## src/rtl/hold_ctrl_pkg.sv

```systemverilog
`default_nettype none
// ============================================================================
// Module      : hold_ctrl_pkg
// Description : Shared widths, hold codes and FSM encodings for hold_ctrl.
// Revision    : 1.0 - initial release
// ============================================================================
package hold_ctrl_pkg;

    localparam int DATA_W = 16;
    localparam int HOLD_W = 3;

    typedef logic [DATA_W-1:0] data_t;
    typedef logic [HOLD_W-1:0] hold_t;

    localparam hold_t c_HOLD_NONE = 3'd0;
    localparam hold_t c_HOLD_PC   = 3'd1;
    localparam hold_t c_HOLD_IF   = 3'd2;
    localparam hold_t c_HOLD_EX   = 3'd4;
    localparam hold_t c_HOLD_PPL  = 3'd5;
    localparam hold_t c_HOLD_MEM  = 3'd6;

    localparam logic [1:0] c_ST_RUN       = 2'd0;
    localparam logic [1:0] c_ST_MEM_WAIT  = 2'd1;
    localparam logic [1:0] c_ST_INT_ENTRY = 2'd2;
    localparam logic [1:0] c_ST_INT_RET   = 2'd3;

endpackage : hold_ctrl_pkg
`default_nettype wire

```

## src/rtl/hold_ctrl.sv

```systemverilog
`default_nettype none
// ============================================================================
// Module      : hold_ctrl
// Description : Pipeline hold/flush and PC redirect controller. Interrupt
//               entry/return support is built only when HOLD_CTRL_INT_EN
//               is defined.
// Revision    : 1.0 - initial release
// ============================================================================
module hold_ctrl
    import hold_ctrl_pkg::*;
(
    input  logic              clk,
    input  logic              rst_n,
    input  logic              ld_use,
    input  logic              jump_flag,
    input  logic [DATA_W-1:0] jump_addr,
    input  logic              mem_busy,
    input  logic [DATA_W-1:0] ex_inst_addr,
    input  logic              int_req,
    input  logic [DATA_W-1:0] int_vector,
    input  logic              mret,
    output logic [HOLD_W-1:0] hold_flag,
    output logic              pc_jump_flag,
    output logic [DATA_W-1:0] pc_jump_addr,
    output logic              int_ack,
    output logic [DATA_W-1:0] epc
);

    logic [1:0]        r_state;
    logic [1:0]        w_next_state;
    logic [HOLD_W-1:0] w_hold;
    logic              w_pc_jump;
    logic [DATA_W-1:0] w_pc_addr;
    logic              w_accept;
    logic              w_ret;

`ifdef HOLD_CTRL_INT_EN
    logic              r_int_pend;
    logic              r_in_isr;
    logic [DATA_W-1:0] r_epc;
`else
    logic              w_unused;
    assign w_unused = ^{int_req, mret, int_vector, ex_inst_addr};
`endif

    // MEM_WAIT with mem_busy low decides exactly like RUN, so both share the priority chain.
    always_comb begin
        w_hold       = c_HOLD_NONE;
        w_pc_jump    = 1'b0;
        w_pc_addr    = '0;
        w_next_state = c_ST_RUN;
        w_accept     = 1'b0;
        w_ret        = 1'b0;
        case (r_state)
            c_ST_RUN, c_ST_MEM_WAIT: begin
                if (mem_busy) begin
                    w_hold       = c_HOLD_MEM;
                    w_next_state = c_ST_MEM_WAIT;
                end else if (jump_flag) begin
                    w_hold    = c_HOLD_PPL;
                    w_pc_jump = 1'b1;
                    w_pc_addr = jump_addr;
`ifdef HOLD_CTRL_INT_EN
                end else if (mret && r_in_isr) begin
                    w_hold       = c_HOLD_PPL;
                    w_pc_jump    = 1'b1;
                    w_pc_addr    = r_epc;
                    w_ret        = 1'b1;
                    w_next_state = c_ST_INT_RET;
                end else if (r_int_pend) begin
                    w_hold       = c_HOLD_PPL;
                    w_pc_jump    = 1'b1;
                    w_pc_addr    = int_vector;
                    w_accept     = 1'b1;
                    w_next_state = c_ST_INT_ENTRY;
`endif
                end else if (ld_use) begin
                    w_hold = c_HOLD_EX;
                end
            end
`ifdef HOLD_CTRL_INT_EN
            c_ST_INT_ENTRY, c_ST_INT_RET: begin
                w_hold = c_HOLD_PC;
            end
`endif
            default: begin
                w_hold = c_HOLD_NONE;
            end
        endcase
    end

    always_ff @(posedge clk or negedge rst_n) begin
        if (!rst_n) begin
            r_state <= c_ST_RUN;
        end else begin
            r_state <= w_next_state;
        end
    end

`ifdef HOLD_CTRL_INT_EN
    // Acceptance clears the pending flag even if int_req is still high that cycle.
    always_ff @(posedge clk or negedge rst_n) begin
        if (!rst_n) begin
            r_int_pend <= 1'b0;
            r_in_isr   <= 1'b0;
            r_epc      <= '0;
        end else begin
            if (w_accept) begin
                r_int_pend <= 1'b0;
                r_in_isr   <= 1'b1;
                r_epc      <= ex_inst_addr;
            end else begin
                if (int_req && !r_in_isr) begin
                    r_int_pend <= 1'b1;
                end
                if (w_ret) begin
                    r_in_isr <= 1'b0;
                end
            end
        end
    end

    assign int_ack = rst_n & w_accept;
    assign epc     = r_epc;
`else
    assign int_ack = 1'b0 & w_accept & w_ret;
    assign epc     = '0;
`endif

    // Combinational outputs are gated so reset clears them without waiting for a clock.
    assign hold_flag    = rst_n ? w_hold : c_HOLD_NONE;
    assign pc_jump_flag = rst_n & w_pc_jump;
    assign pc_jump_addr = rst_n ? w_pc_addr : '0;

endmodule : hold_ctrl
`default_nettype wire
```

## config.mk

```make
export PLATFORM = sky130hd
export DESIGN_NAME = hold_ctrl
export DESIGN_NICKNAME = d
export VERILOG_FILES = /design/src/rtl/hold_ctrl_pkg.sv /design/src/rtl/hold_ctrl.sv
export SDC_FILE = /design/constraint.sdc
export NUM_CORES = 1
export LEC_CHECK = 0
export CORE_MARGIN = 2
export CORE_UTILIZATION = 17
export DETAILED_ROUTE_END_ITERATION = 7
export MAX_ROUTING_LAYER = met4
export PLACE_DENSITY = 0.84
export SETUP_SLACK_MARGIN = 0.4
export SLEW_MARGIN = 15
export SYNTH_ARGS = -nofsm -noshare
export SYNTH_HDL_FRONTEND = slang
export SYNTH_SLANG_ARGS = --single-unit
```

## constraint.sdc

```tcl
create_clock -name clk -period 0.8 [get_ports clk]
set_clock_uncertainty 0.15 [all_clocks]
set_input_delay 0.12 -clock clk [delete_from_list [all_inputs] [get_ports clk]]
set_output_delay 0.12 -clock clk [all_outputs]
set_load 0.02 [all_outputs]
```

==> flow_metrics.py, run 1 <==
metrics = {
    "run_status": {
        "status": "complete, but fails checks",
        "failed_checks": "negative setup slack",
    },
    "cells_and_area": {
        "layout_utilization_pct": 42.1,
        "most-common-layout-cells": "sky130_fd_sc_hd__buf_6 (30), sky130_fd_sc_hd__conb_1 (17), sky130_fd_sc_hd__and4b_2 (16), sky130_fd_sc_hd__dlygate4sd2_1 (16), sky130_fd_sc_hd__buf_8 (3)",
        "layout.cells.most_common": "sky130_fd_sc_hd__buf_6",
        "num-fill-cells": 206,
        "layout.area.seq_um2": 0,
        "clock_buffer_count": 0,
        "post_route_cells_drive_above_1_share_pct": 59.8,
        "numSequentialCells": 0,
        "nets": 144,
        "num_antenna_cells": 0,
        "syn_to_final_growth_pct": 128,
        "layout.cells.non_filler": 114,
    },
    "pwr": {
        "power_frac_clock_pct": 0,
        "p_comb_share_pct": 100.0,
        "switchingPower_mw": 0.197,
        "power_density_nw_per_um2": 470,
        "sequentialPowerShare_pct": 0,
        "p_int_mw": 0.199,
        "highest_ir_drop_seen_on_vdd_uv": 200,
        "cellLeakagePower_nw": 0.453,
        "power.share.switching_pct": 49.7,
    },
    "floorplanning": {
        "dieArea_um2": 2560,
        "ioPinCount": 92,
        "floorplan.initialDensity_pct": 18.4,
        "design.core.area_um2": 2000,
        "die_height_um": 50.6,
        "floorplan.die.width_um": 50.6,
        "placement_rows": 16,
    },
    "detailed_routing": {
        "detail_route.vias_per_cell": 4.04,
        "drt_first_pass_iters": 1,
        "drtAntennaViolNets": 0,
        "detail_route.iter0.violations": 0,
        "vias": 461,
        "wl_um": 1490,
        "routedWlPerCell_um": 13.1,
        "post-route-drc-count": 0,
    },
    "grt": {
        "gr-usage-met2_pct": 21.5,
        "groute.layer.met3.usage_pct": 2.38,
        "first_global_vias": 458,
        "met1_track_usage_gr_pct": 13.7,
        "grt.busiest_layer": "met2",
        "grt_max_degree": 10,
        "global_route_wire_length_before_repair_um": 2210,
        "global_route.overflow_total": 0,
        "grt_antenna_before_repair": 0,
        "groute.usage.overall_pct": 11.6,
    },
    "worst_setup_path": {
        "setup.worst_path.class": "in2out",
        "crit_required_ps": 530,
        "peak_fanout_along_the_critical_path": 5,
        "critPathMaxStageDelay_ps": 280,
        "critical_path.startpoint_type": "input port",
        "critPathSlowestCell": "sky130_fd_sc_hd__o31a_1",
        "critical_path.most_common_cell": "sky130_fd_sc_hd__buf_6",
        "crit_chain": "buf_8 > buf_6 > o31a_1 > buf_6",
        "critical_path_arrival_ps": 760,
        "end_kind": "primary output",
    },
    "yosys": {
        "yosysSeqAreaShare_pct": 0,
        "synth_area_per_cell_um2": 9.00,
        "yosys_warnings": 0,
        "cell_area_after_synthesis_um2": 369,
        "postSynthCellCount": 41,
        "ys_types": 8,
    },
    "timing": {
        "fin_worst_hold_slack_ps": 511,
        "period_needed_ps": 1030,
        "setup_ws_ps": -226,
        "finalSetupViolCount": 20,
        "min_period_over_period_pct": 128,
        "totalNegativeSetupSlack_ps": -3890,
        "report.final.hold_viol_count": 0,
        "clock.fmax_mhz": 975,
        "final_max_slew_viol_count": 0,
        "setup_repair_after_global_routing_missed_its_margin": "true",
    },
    "cts": {
        "cts_hold_buffers": 0,
        "postCtsSetupRepairBufs": 0,
    },
    "worst_hold_path": {
        "worst_hold_path_type": "in2out",
    },
    "place": {
        "count_of_input_and_output_buffers": 40,
        "preCtsSetupSlack_ps": -1080,
        "dpl.hpwl_um": 999,
        "routabilityCongestion": 0.666,
        "cell_count_after_placement": 108,
    },
    "flow_run": {
        "drv_cap": 0,
    },
}
routing by layer:
layer / vias up / share of wire [%]
li1: 213 / -
met1: 198 / 38
met2: 50 / 49
met3: 0 / 13
met4: 0 / 0
met5: - / 0
Yosys cell counts:
cell,number,share of area [%]
sky130_fd_sc_hd__and3b_2,1,2.7
sky130_fd_sc_hd__conb_1,1,1.0
sky130_fd_sc_hd__and4b_1,8,22
sky130_fd_sc_hd__buf_6,3,9.2
sky130_fd_sc_hd__and2_2,1,2.0
sky130_fd_sc_hd__buf_4,18,37
sky130_fd_sc_hd__and4b_2,8,24
sky130_fd_sc_hd__o31a_1,1,2.4
logic make-up after synthesis:
| group | count (synthesis) | synth area share [%] |
|---|---|---|
| buffers and inverters | 21 | 45.8 |
| and+or+nand+nor | 18 | 50.9 |
| AOI/OAI and AO/OA | 1 | 2.37 |
| other | 1 | 1.02 |
power groups by stage:
stage | sequential (mW) | clock, mW | combinational [mW]
detailed placement | 0 | 0 | 0.354
CTS | 0 | 0 | 0.382
global placement | 0 | 0 | 0.348
floorplan | 0 | 0 | 0.245
finish | 0 | 0 | 0.397
global route | 0 | 0 | 0.421
per-stage QoR:
step | instance area, µm² | total power, mW
after floorplan | 450 | 0.245
after global placement | 742 | 0.348
after detailed placement | 742 | 0.354
after CTS | 817 | 0.382
after global routing | 843 | 0.421
final | 843 | 0.397
worst paths after layout:
path	slack, ps	from	cells after the start	end
max	-230	jump_flag	4	hold_flag[2]
min	510	mem_busy	4	hold_flag[1]
final cells by class:
type	instances	area [µm²]	share of cell area, %
timing repair buffer	51	538	63.8
multi-input combinational	36	272	32.2
tap	27	33.8	4.01
critical path, delay by kind of cell:
family	cells	cell delay, ps
AO/OA/AOI/OAI	1	280
buffers and inverters	3	340
timing repair:
action,4_1_cts,5_1_grt
cloned,5,1
pin swaps,16,1
setup endpoints to repair,20,20
resized for setup,166,6
(Power assumes the default switching activity.)
==> inputs of run 2 (changes only) <==
SETUP_SLACK_MARGIN = 0.1   (was 0.4)
==> flow_metrics.py, run 2 (synthesis results as in run 1) <==
metrics = {
    "run_status": {
        "status": "complete, but fails checks",
        "failed_checks": "negative setup slack",
    },
    "timing": {
        "setup_repair_after_global_routing_missed_its_margin": "true",
        "min_period_over_period_pct": 127,
        "report.final.hold_viol_count": 0,
        "period_needed_ps": 1020,
        "setup_ws_ps": -216,
        "final_max_slew_viol_count": 0,
        "clock.fmax_mhz": 984,
        "finalSetupViolCount": 20,
    },
    "floorplanning": {
        "placement_rows": 16,
        "dieArea_um2": 2560,
        "floorplan.initialDensity_pct": 18.4,
        "ioPinCount": 92,
        "die_height_um": 50.6,
        "floorplan.die.width_um": 50.6,
        "design.core.area_um2": 2000,
    },
    "worst_setup_path": {
        "critPathCapture": "pc_jump_addr[13]",
        "crit_chain": "buf_8 > buf_6 > and4b_2 > buf_6",
        "crit_start": "mem_busy",
        "critical_path.startpoint_type": "input port",
        "setup.worst_path.class": "in2out",
        "timing.critical_path.depth": 4,
        "cp.buffers_inverters": 3,
        "crit_required_ps": 530,
        "critPathMaxStageDelay_ps": 280,
        "peak_fanout_along_the_critical_path": 9,
        "critPathSlowestCell": "sky130_fd_sc_hd__and4b_2",
        "end_kind": "primary output",
        "critical_path.most_common_cell": "sky130_fd_sc_hd__buf_6",
        "cpLargestDelayFamily": "buffers and inverters",
        "critical_path_arrival_ps": 750,
    },
    "cts": {
        "postCtsSetupRepairBufs": 0,
    },
    "detailed_routing": {
        "detail_route.vias_per_cell": 4.24,
        "drtAntennaViolNets": 0,
        "detail_route.iter0.violations": 0,
        "post-route-drc-count": 0,
        "wl_um": 1540,
        "drt_first_pass_iters": 1,
        "routedWlPerCell_um": 13.6,
        "vias": 479,
    },
    "pwr": {
        "highest_ir_drop_seen_on_vdd_uv": 175,
        "cellLeakagePower_nw": 0.447,
        "fin_total_pwr_mw": 0.393,
        "power_density_nw_per_um2": 474,
    },
    "grt": {
        "grt.busiest_layer": "met2",
        "global_route.overflow_total": 0,
        "met1_track_usage_gr_pct": 12.9,
        "grt_max_degree": 10,
        "gr-usage-met2_pct": 23.9,
        "grt_antenna_before_repair": 0,
        "global_route_wire_length_before_repair_um": 2300,
        "groute.layer.met3.usage_pct": 2.98,
        "first_global_vias": 490,
        "groute.usage.overall_pct": 12.2,
    },
    "cells_and_area": {
        "syn_to_final_growth_pct": 125,
        "numSequentialCells": 0,
        "most-common-layout-cells": "sky130_fd_sc_hd__buf_6 (31), sky130_fd_sc_hd__conb_1 (17), sky130_fd_sc_hd__and4b_2 (16), sky130_fd_sc_hd__dlygate4sd2_1 (16), sky130_fd_sc_hd__buf_8 (2)",
        "layout.area.seq_um2": 0,
        "finalInstanceArea_um2": 830,
        "nets": 143,
        "layout.cells.most_common": "sky130_fd_sc_hd__buf_6",
        "layout.cells.non_filler": 113,
        "post_route_cells_drive_above_1_share_pct": 60.5,
        "clock_buffer_count": 0,
        "num_antenna_cells": 0,
    },
    "place": {
        "count_of_input_and_output_buffers": 40,
        "postPlaceCellArea_um2": 742,
        "dpl.hpwl_um": 1010,
        "routabilityCongestion": 0.718,
        "cell_count_after_placement": 108,
    },
    "worst_hold_path": {
        "worst_hold_path_type": "in2out",
    },
    "flow_run": {
        "drv_cap": 0,
    },
}
-- run 2: per-stage QoR --
stage | setup TNS, ps | util (%) | setup slack (ps) | hold slack [ps]
floorplan | -313 | - | -130 | 319
global placement | -20690 | 37.1 | -1060 | 1240
detailed placement | -21270 | 37.1 | -1090 | 1240
CTS | -4190 | 41.1 | -253 | 463
global route | -4300 | 41.4 | -236 | 453
finish | -3950 | 41.4 | -216 | 431
-- run 2: worst min path at each step --
stage / from / end / slack, ps / depth (start not counted)
finish: ld_use / hold_flag[2] / 430 / 3
detailed placement: jump_addr[13] / pc_jump_addr[13] / 1240 / 3
floorplan: jump_flag / hold_flag[2] / 320 / 1
global route: ld_use / hold_flag[2] / 450 / 3
global placement: jump_addr[4] / pc_jump_addr[4] / 1240 / 3
CTS: jump_flag / hold_flag[2] / 460 / 3
-- run 2: where the power goes --
group	total (mW)	internal, mW	leakage, nW	switching [mW]
combinational	0.393	0.195	0.447	0.198
clock	0	0	0	0
sequential	0	0	0	0
-- run 2: tightest hold or removal path: stages --
cell and delay, ps:
sky130_fd_sc_hd__clkbuf_2 80, sky130_fd_sc_hd__o31a_1 150, sky130_fd_sc_hd__buf_6 120
-- run 2: area by class of cell --
class | instances | area [µm²]
Timing Repair Buffer | 50 | 524
Multi-Input combinational cell | 36 | 272
Fill cell | 205 | 1170
Tap cell | 27 | 33.8
-- run 2: what timing repair did --
item                       4_1_cts  5_1_grt
resized for setup              167        6
cloned                           5        0
hold buffers                     0        0
setup endpoints to repair       20       20
pin swaps                       16        1
-- run 2: layer usage --
layer	vias up	wire length [µm]
met5	-	0
met4	0	0
met3	0	224
met2	49	759
met1	216	558
li1	214	-
